$ cat config.mk
export PLATFORM = sky130hd
export DESIGN_NAME = ski_heap_loader
export DESIGN_NICKNAME = d
export VERILOG_FILES = /design/src/rtl/ski_pkg.sv /design/src/rtl/ski_deser.sv /design/src/rtl/ski_heap_loader.sv
export SDC_FILE = /design/constraint.sdc
export NUM_CORES = 1
export LEC_CHECK = 0
export ABC_AREA = 1
export CORE_MARGIN = 4
export CORE_UTILIZATION = 30
export CTS_CLUSTER_DIAMETER = 80
export DETAILED_ROUTE_END_ITERATION = 12
export GPL_ROUTABILITY_DRIVEN = 0
export GPL_TIMING_DRIVEN = 0
export PLACE_DENSITY = 0.56
export REMOVE_ABC_BUFFERS = 1
export SYNTH_ARGS = -nofsm -noshare
export SYNTH_HDL_FRONTEND = slang
export SYNTH_SLANG_ARGS = --single-unit
export TNS_END_PERCENT = 1
$ cat constraint.sdc
create_clock -name system1000 -period 1.2 [get_ports system1000]
set_input_delay 0.24 -clock system1000 [delete_from_list [all_inputs] [get_ports system1000]]
set_output_delay 0.24 -clock system1000 [all_outputs]
set_load 0.01 [all_outputs]
$ cat src/rtl/ski_pkg.sv
// Shared types and sizes for the SKI heap loader.
// Word width matches the 130-bit reduction heap word.
package ski_pkg;

  localparam int WORD_W = 130;
  localparam int ADDR_W = 10;

  typedef enum logic [1:0] {
    IDLE,
    SHIFT,
    HOLD,
    DONE
  } ld_state_t;

endpackage

$ cat src/rtl/ski_deser.sv
// LSB-first deserializer: shift register plus bit counter.
// o_full flags the transfer that completes a word.
module ski_deser
  import ski_pkg::*;
#(
  parameter int W = WORD_W
) (
  input  logic         i_clk,
  input  logic         i_rst,
  input  logic         i_shift,
  input  logic         i_bit,
  output logic [W-1:0] o_word,
  output logic         o_full
);

  localparam int CW = $clog2(W);

  logic [CW-1:0] r_cnt;
  logic [W-1:0]  r_sr;
  logic          w_last;

  assign w_last = (r_cnt == CW'(W - 1));

  always_ff @(posedge i_clk) begin
    if (i_rst) begin
      r_cnt <= '0;
      r_sr  <= '0;
    end else if (i_shift) begin
      r_sr  <= {i_bit, r_sr[W-1:1]};
      r_cnt <= w_last ? '0 : r_cnt + 1'b1;
    end
  end

  assign o_word = r_sr;
  assign o_full = i_shift && w_last;

endmodule

$ cat src/rtl/ski_heap_loader.sv
// Serial-to-word heap loader: assembles words and writes them
// to consecutive heap addresses over a valid/ready port.
module ski_heap_loader
  import ski_pkg::*;
#(
  parameter int WORD_W = ski_pkg::WORD_W,
  parameter int ADDR_W = ski_pkg::ADDR_W
) (
  input  logic              system1000,
  input  logic              system1000_rst,
  input  logic              start,
  input  logic [ADDR_W:0]   num_words,
  input  logic              bit_valid,
  input  logic              bit_in,
  output logic              bit_ready,
  output logic              wr_valid,
  input  logic              wr_ready,
  output logic [ADDR_W-1:0] wr_addr,
  output logic [WORD_W-1:0] wr_data,
  output logic              busy,
  output logic              done
);

  localparam logic [ADDR_W:0] MAXW = {1'b1, {ADDR_W{1'b0}}};

  ld_state_t         r_state;
  logic              r_bit_ready;
  logic              r_wr_valid;
  logic              r_busy;
  logic              r_done;
  logic [ADDR_W-1:0] r_addr;
  logic [ADDR_W:0]   r_rem;

  logic              w_shift;
  logic              w_full;
  logic              w_fire;
  logic [ADDR_W:0]   w_num;
  logic [WORD_W-1:0] w_word;

  assign w_shift = bit_valid && r_bit_ready;
  assign w_fire  = r_wr_valid && wr_ready;
  assign w_num   = (num_words > MAXW) ? MAXW : num_words;

  ski_deser #(
    .W(WORD_W)
  ) u_deser (
    .i_clk  (system1000),
    .i_rst  (system1000_rst),
    .i_shift(w_shift),
    .i_bit  (bit_in),
    .o_word (w_word),
    .o_full (w_full)
  );

  always_ff @(posedge system1000) begin
    if (system1000_rst) begin
      r_state     <= IDLE;
      r_bit_ready <= 1'b0;
      r_wr_valid  <= 1'b0;
      r_busy      <= 1'b0;
      r_done      <= 1'b0;
      r_addr      <= '0;
      r_rem       <= '0;
    end else begin
      unique case (r_state)
        IDLE: begin
          if (start) begin
            r_addr <= '0;
            r_rem  <= w_num;
            if (w_num == '0) begin
              r_state <= DONE;
              r_done  <= 1'b1;
            end else begin
              r_state     <= SHIFT;
              r_bit_ready <= 1'b1;
              r_busy      <= 1'b1;
            end
          end
        end
        SHIFT: begin
          if (w_full) begin
            r_state     <= HOLD;
            r_bit_ready <= 1'b0;
            r_wr_valid  <= 1'b1;
          end
        end
        HOLD: begin
          if (w_fire) begin
            r_wr_valid <= 1'b0;
            r_rem      <= r_rem - 1'b1;
            // Wraps to 0 only after the last write of a full-depth load.
            r_addr     <= r_addr + 1'b1;
            if (r_rem == 1) begin
              r_state <= DONE;
              r_busy  <= 1'b0;
              r_done  <= 1'b1;
            end else begin
              r_state     <= SHIFT;
              r_bit_ready <= 1'b1;
            end
          end
        end
        DONE: begin
          r_state <= IDLE;
          r_done  <= 1'b0;
        end
      endcase
    end
  end

  assign bit_ready = r_bit_ready;
  assign wr_valid  = r_wr_valid;
  assign wr_addr   = r_addr;
  assign wr_data   = w_word;
  assign busy      = r_busy;
  assign done      = r_done;

endmodule

==> out/results.tsv, run 1 <==
stage	metric	value	unit
power	ir_worst_vdd	0.921	mV
worst_setup_path	worstRegToRegCells	10	
routing	drcViolationCount	0	
yosys	syn_area_per_cell	7.35	um2
clock_tree	cts-root-buf	clkbuf_16	
worst_setup_path	endpoint_kind	flip-flop	
worst_hold_path	whs_path_depth	2	
routing	dr.pass1.iters	4	
global_routing	gr-total-overflow	0	
yosys	synth-xor-area-share	0.544	%
yosys	synth_top_family_by_area	simple AND/OR/NAND/NOR gates	
clock_tree	numCtsBuffers	17	
sta	final.hold.worst_slack	326	ps
worst_hold_path	hp-start	system1000_rst	
yosys	muxShareOfSynthArea	0	%
yosys	ys_seq_area_share	51.3	%
finish	nNetsFinal	1058	
worst_setup_path	cp_slowest_cell	dfxtp_4	
placed_design	place_inst	1265	
routing	viasPerCell	4.65	
outcome	status	complete, but fails checks	
sta	fin_crit_sh	115	%
worst_setup_path	startpoint	r_state[1]	
clock_tree	clk_pin_slew_worst_paths	70	ps
worst_setup_path	crit_required	1520	ps
run	maxCapViolations	0	
yosys	synth_compound_area_share	14.4	%
worst_hold_path	worstHoldPathType	in2reg	
sta	report.final.slew_viol_count	0	
clock_tree	htreeDepth	4	
clock_tree	clock_latency	430	ps
outcome	failed_checks	negative setup slack	
finish	layout_commonest_cell	nor2_1	
floorplan	fp.dieH	155	um
floorplan	row_count	53	
sta	finClkSkew	14.3	ps
routing	ant_nets	0	
finish	drive_gt1_share	38.5	%
global_routing	track_usage	15.9	%
worst_setup_path	slowest_delay	400	ps
sta	hold_viol_final	0	
power	p_leak	3.90	nW
finish	synthToLayoutAreaGrowth	39.5	%
worst_setup_path	cpMostUsedCell	nand2_1	
yosys	syn_inst	877	
finish	antennaDiodeCount	0	
routing	drt_iter0_drc	364	
worst_setup_path	crit_chain	inv_6 > nor2_4 > nand2_4 > nand2_8 > buf_6 > nand2_1 > nor2_2 > nand2_1 > xor2_1 > nor2_1	
worst_setup_path	critical_path_class	reg2reg	
yosys	yosysWarnings	0	
finish	stdcell_area	8990	um2
worst_setup_path	critPathMaxFanout	6	
clock_tree	ctsHoldBuffers	0	
sta	fmax	725	MHz
finish	final_cell_mix	286 x nor2_1, 126 x dfxtp_2, 115 x o21ai_0	
yosys	ys_ff_latch	165	
floorplan	ios	161	
sta	setup_ws	-179	ps
floorplan	start_util	30.6	%
floorplan	die_area	23900	um2
power	power.total	14.8	mW
routing	wire_per_inst	14.7	um
worst_setup_path	start_kind	flip-flop	
sta	setup_viol	110	
sta	rsz0062_at_grt	yes	
global_routing	grt_pass1_wl	30.8	mm
clock_tree	cts_tree	done	
floorplan	core_area	21100	um2
placed_design	placed_cell_area	8260	um2
global_routing	first_global_vias	5739	
worst_setup_path	worstPathArrival	1700	ps
sta	finalCriticalPeriod	1380	ps
yosys	synth-simple-area-share	26.7	%
placed_design	io_buffers	160	
clock_tree	clockBufferDepth	2	
sta	slew_headroom	57.3	%
yosys	synth_area	6440	um2
yosys	synthDistinctLibCells	31	
worst_setup_path	r2r-start	r_state[1]	
global_routing	grt_max_degree	99	
finish	instances_no_fill	1324	
routing	vias	6159	
global_routing	antenna_found_initial	0	
sta	worst_slew_pin_slew	640	ps
routing	wl	19.4	mm
placed_design	hpwl	11.2	mm
floorplan	die_w	155	um
power	p_per_area	1650	nW/um2
finish	post-route-util	42.6	%
yosys	synth-adder-area-share	0.971	%
clock_tree	cts.sinks	165	
## worst paths after layout
path	to	slack, ps
hold reg to reg	done	470
setup / recovery	wr_addr[8]	-180
hold / removal	u_deser.r_cnt[5]	330
setup reg to reg	wr_addr[8]	-180
## cells in the mapped netlist
cell	n	area share, %
or2_0	1	0.097
buf_2	14	1.1
o21bai_1	1	0.12
inv_2	3	0.17
nor2_4	1	0.17
xor2_1	4	0.54
nand2_4	1	0.17
dfxtp_1	165	51
clkbuf_1	31	1.8
nand3_1	21	1.6
and2_1	1	0.097
nor2_1	298	17
a21oi_2	1	0.14
o21ai_0	144	11
nor3_2	2	0.31
nand2_2	4	0.39
o21ai_2	1	0.14
a211oi_1	1	0.12
inv_4	1	0.097
nand4_1	7	0.68
inv_1	41	2.4
nor2_2	7	0.68
buf_1	2	0.12
nand2_1	74	4.3
nor3b_1	2	0.23
buf_6	3	0.52
nor3_1	7	0.54
ha_1	5	0.97
o21ai_1	5	0.39
a21oi_1	27	2.1
a31oi_1	2	0.19
## flip-flops by register name, summed over array words and instances, names as in the netlist
signal / flops
wr_valid: 1
r_state: 2
wr_addr: 10
u_deser.r_cnt: 8
u_deser.o_word: 130
r_rem: 11
bit_ready: 1
done: 1
busy: 1
## cell families (layout without fill, tap and decap cells)
kind of cell | after synthesis | after routing
compound gates | 182 | 182
xor+xnor | 4 | 4
buf+inv | 95 | 263
flops | 165 | 165
fa+ha+maj | 5 | 5
simple gates | 426 | 430
## power by group
group / switching (mW) / internal, mW
Combinational: 1.67 / 1.16
Sequential: 0.420 / 6.06
Clock: 2.69 / 2.84
Total: 4.78 / 10.1
## timing repair
action	4_1_cts	5_1_grt
resized for setup	741	137
pin swaps	29	49
setup buffers	8	12
hold endpoints to repair	0	0
endpoints found under the setup margin	309	209
cloned	7	0
## stage by stage
step           setup slack [ps]  setup TNS, ps
6_report                   -179          -4200
5_1_grt                    -286         -14240
4_1_cts                    -180         -12000
3_5_place_dp              -1480        -182260
3_3_place_gp              -4400        -552270
2_1_floorplan             -2040        -232030
## critical path: cells and delay by family (launching register included)
kind / cells / cell delay [ps]
AND/OR/NAND/NOR: 7 / 590
flip-flops: 1 / 400
XOR/XNOR: 1 / 130
buffers and inverters: 2 / 150
## per-layer routing
metal  track usage (%)  routed length (um)  vias to the layer above
met5                 0                   0                        -
met4              4.04                 161                        0
met3              7.61                1860                       11
met2              24.4                8820                      149
met1              20.2                8570                     2862
li1                  -                   -                     3137
## layout make-up
type	instances	area, um2
clock inverters	15	170
flip-flops and latches	165	3500
clock buffers	17	425
repair buffers	183	1330
well taps	275	344
multi-input cells	621	2980
fillers	2243	12100
repair inverters	3	28.8
inverters	45	205
Note: power is estimated with default switching activity, not from simulation.
==> inputs of run 2 (changes only) <==
--- a/config.mk
+++ b/config.mk
@@ -7,14 +7,15 @@
 export LEC_CHECK = 0
 export ABC_AREA = 1
 export CORE_MARGIN = 4
-export CORE_UTILIZATION = 30
+export CORE_UTILIZATION = 44
 export CTS_CLUSTER_DIAMETER = 80
 export DETAILED_ROUTE_END_ITERATION = 12
 export GPL_ROUTABILITY_DRIVEN = 0
 export GPL_TIMING_DRIVEN = 0
-export PLACE_DENSITY = 0.56
+export PLACE_DENSITY = 0.76
 export REMOVE_ABC_BUFFERS = 1
 export SYNTH_ARGS = -nofsm -noshare
 export SYNTH_HDL_FRONTEND = slang
+export SYNTH_HIERARCHICAL = 1
 export SYNTH_SLANG_ARGS = --single-unit
 export TNS_END_PERCENT = 1
==> run 2 against run 1 <==
  * The run still ends with negative setup slack left
  * Global-route usage rose by 6.7 points
  * Non-clock buffer count rose by 4
  * Via count rose by 5.4%
  * Synthesized cell count increased by 2.4%
  * Worst hold slack better by 57 ps
  * Fmax down 6.1%
  * Sequential share of layout area rose by 0.26 points
  * Sequential cell count unchanged
  * Cell count is 5.1% lower
  * Routed wire length is 1.1% higher
  * Largest power group unchanged
  * First-iteration DRC count is 4.4% lower
==> out/results.tsv, run 2 <==
stage	metric	value	unit
outcome	status	complete, but fails checks	
outcome	failed_checks	negative setup slack	
routing	dr_wl_met2	9.18	mm
power	p_per_area	1890	nW/um2
placed_design	placed_cell_area	8210	um2
global_routing	track_usage	22.6	%
sta	finClkSkew	8.35	ps
finish	fillers	1332	
finish	final_cell_mix	306 x nor2_1, 122 x dfxtp_2, 115 x buf_2	
routing	wire_per_inst	15.6	um
sta	fmax	681	MHz
worst_hold_path	hold-path-endpoint	u_deser/o_word[129]	
clock_tree	clock_latency	420	ps
finish	nNetsFinal	1081	
finish	post-route-util	61.0	%
clock_tree	cts_tree	done	
yosys	yosys.area.top_type	dfxtp_1	
run	maxCapViolations	0	
worst_setup_path	r2r-start	bit_ready	
yosys	synth_common_cells	313 x nor2_1, 165 x dfxtp_1, 144 x o21ai_0, 86 x nand2_1, 41 x inv_1	
routing	viasPerCell	5.17	
finish	synthToLayoutAreaGrowth	35.4	%
floorplan	die_area	16900	um2
global_routing	grt_pass1_wl	30.3	mm
finish	drive_gt1_share	35.4	%
worst_setup_path	crit_chain	nand2_8 > inv_16 > nand2_2 > inv_2 > nand2_2 > nor2_2 > inv_1 > nand2_2 > buf_6 > o211ai_1 > nand2_1 > a21oi_2	
sta	tns	-18700	ps
clock_tree	clk_pin_slew_worst_paths	70	ps
floorplan	start_util	45.1	%
routing	wl_met3	1.81	mm
sta	worst_slew_pin_slew	520	ps
floorplan	fp.dieH	130	um
power	p_leak	4.33	nW
power	ir_worst_vdd	1.10	mV
yosys	syn_area_per_cell	7.30	um2
clock_tree	clockBufferDepth	2	
placed_design	place_ws	-1390	ps
placed_design	hpwl	10.9	mm
sta	fin_crit_sh	122	%
yosys	synth-async-reset-ratio	0	%
yosys	synth_edf_count	0	
routing	vias	6489	
routing	drt_iter0_drc	348	
worst_setup_path	reg2reg_slack	-270	ps
yosys	ys_seq_area_share	50.4	%
floorplan	row_count	44	
yosys	yosys.area.top_type_share	50.4	%
yosys	syn_inst	898	
yosys	yosysWarnings	6	
worst_setup_path	slowest_delay	380	ps
clock_tree	htreeDepth	4	
worst_setup_path	worstPathArrival	1760	ps
finish	antennaDiodeCount	0	
yosys	synth.most_common_cell	nor2_1	
worst_setup_path	crit_required	1490	ps
routing	dr.pass1.iters	5	
finish	largest_register_ffs	130	
global_routing	antenna_found_initial	0	
worst_setup_path	critPathMaxFanout	3	
sta	finalCriticalPeriod	1470	ps
sta	slew_headroom	65.4	%
worst_setup_path	cpMostUsedCell	nand2_2	
yosys	synth_area	6550	um2
sta	setup_ws	-268	ps
worst_hold_path	hp-start	bit_in	
floorplan	core_area	14500	um2
worst_hold_path	worstHoldPathType	in2reg	
sta	setup_viol	165	
routing	drcViolationCount	0	
worst_setup_path	critical_path_class	reg2reg	
clock_tree	cts-root-buf	clkbuf_16	
yosys	ys_ff_latch	165	
worst_setup_path	start_kind	flip-flop	
sta	hold_viol_final	0	
routing	met1_length	8.02	mm
worst_setup_path	worstRegToRegCells	12	
routing	highest_layer	met4	
finish	stdcell_area	8870	um2
worst_setup_path	cp_slowest_cell	dfxtp_4	
yosys	synthDistinctLibCells	33	
worst_hold_path	whs_path_depth	3	
clock_tree	cts.sinks	165	
routing	ant_nets	0	
worst_setup_path	timing.rr.end	wr_valid	
sta	rsz0062_at_grt	yes	
finish	layout_commonest_cell	nor2_1	
clock_tree	numCtsBuffers	17	
floorplan	die_w	130	um
worst_setup_path	endpoint_kind	flip-flop	
sta	report.final.slew_viol_count	0	
global_routing	gr-total-overflow	0	
yosys	synth_ff_type	dfxtp_1	
floorplan	ios	161	
routing	wl	19.6	mm
global_routing	grt_max_degree	115	
power	power.total	16.8	mW
yosys	synth_area_leaders	dfxtp_1 50%, nor2_1 18%, o21ai_0 11%	
global_routing	first_global_vias	6060	
placed_design	io_buffers	160	
clock_tree	ctsHoldBuffers	0	
-- run 2: area by class of cell --
class | instances | area (um2) | area share [%]
timing repair buffer | 187 | 1390 | 15.7
sequential | 165 | 3480 | 39.2
inverter | 48 | 240 | 2.71
clock inverter | 15 | 136 | 1.54
tap | 184 | 230 | 2.59
clock buffer | 17 | 425 | 4.79
timing repair inverter | 3 | 28.8 | 0.324
multi-input combinational | 637 | 2940 | 33.2
-- run 2: logic make-up after synthesis --
logic type | Yosys count | synth area share, %
AND/OR/NAND/NOR | 445 | 27.0
AO/OA/AOI/OAI | 183 | 14.2
flip-flops | 165 | 50.4
buffers and inverters | 96 | 6.88
adder cells (fa/ha/maj) | 5 | 0.955
XOR/XNOR | 4 | 0.535
-- run 2: per-layer routing --
layer,up-vias,track usage (%)
met4,0,9.35
met3,35,9.54
met2,205,36.1
met5,-,0
li1,3207,-
met1,3042,26.8
-- run 2: worst max path at each step --
stage,cells past startpoint,from,to,slack (ps)
final,12,bit_ready,wr_valid,-270
after global routing,12,bit_ready,wr_valid,-370
after CTS,12,u_deser/r_cnt[1],bit_ready,-200
after detailed placement,8,bit_valid,u_deser/r_cnt[0],-1390
after global placement,6,bit_valid,u_deser/r_cnt[0],-5510
after floorplan,5,bit_ready,u_deser/r_cnt[0],-2590
-- run 2: timing repair --
item | in CTS | in global routing
cloned | 9 | 0
gates resized for setup | 744 | 94
pin swaps | 29 | 9
buffers inserted | 12 | 6
endpoints found under the setup margin | 309 | 211
-- run 2: metrics by stage --
step                hold WS [ps]  instances
floorplan                    309        850
global placement             433       1194
detailed placement           441       1197
CTS                          368       1250
global route                 428       1256
finish                       384       1256
-- run 2: report_power, final --
part | switching, mW | internal [mW]
combinational | 2.75 | 1.83
sequential | 0.644 | 6.38
clock | 2.47 | 2.75
total | 5.86 | 11.0
-- run 2: critical path, delay by kind of cell (launching register included) --
family / cells / cell delay, ps
buf+inv: 4 / 290
compound gates: 2 / 140
flops: 1 / 380
simple gates: 6 / 530
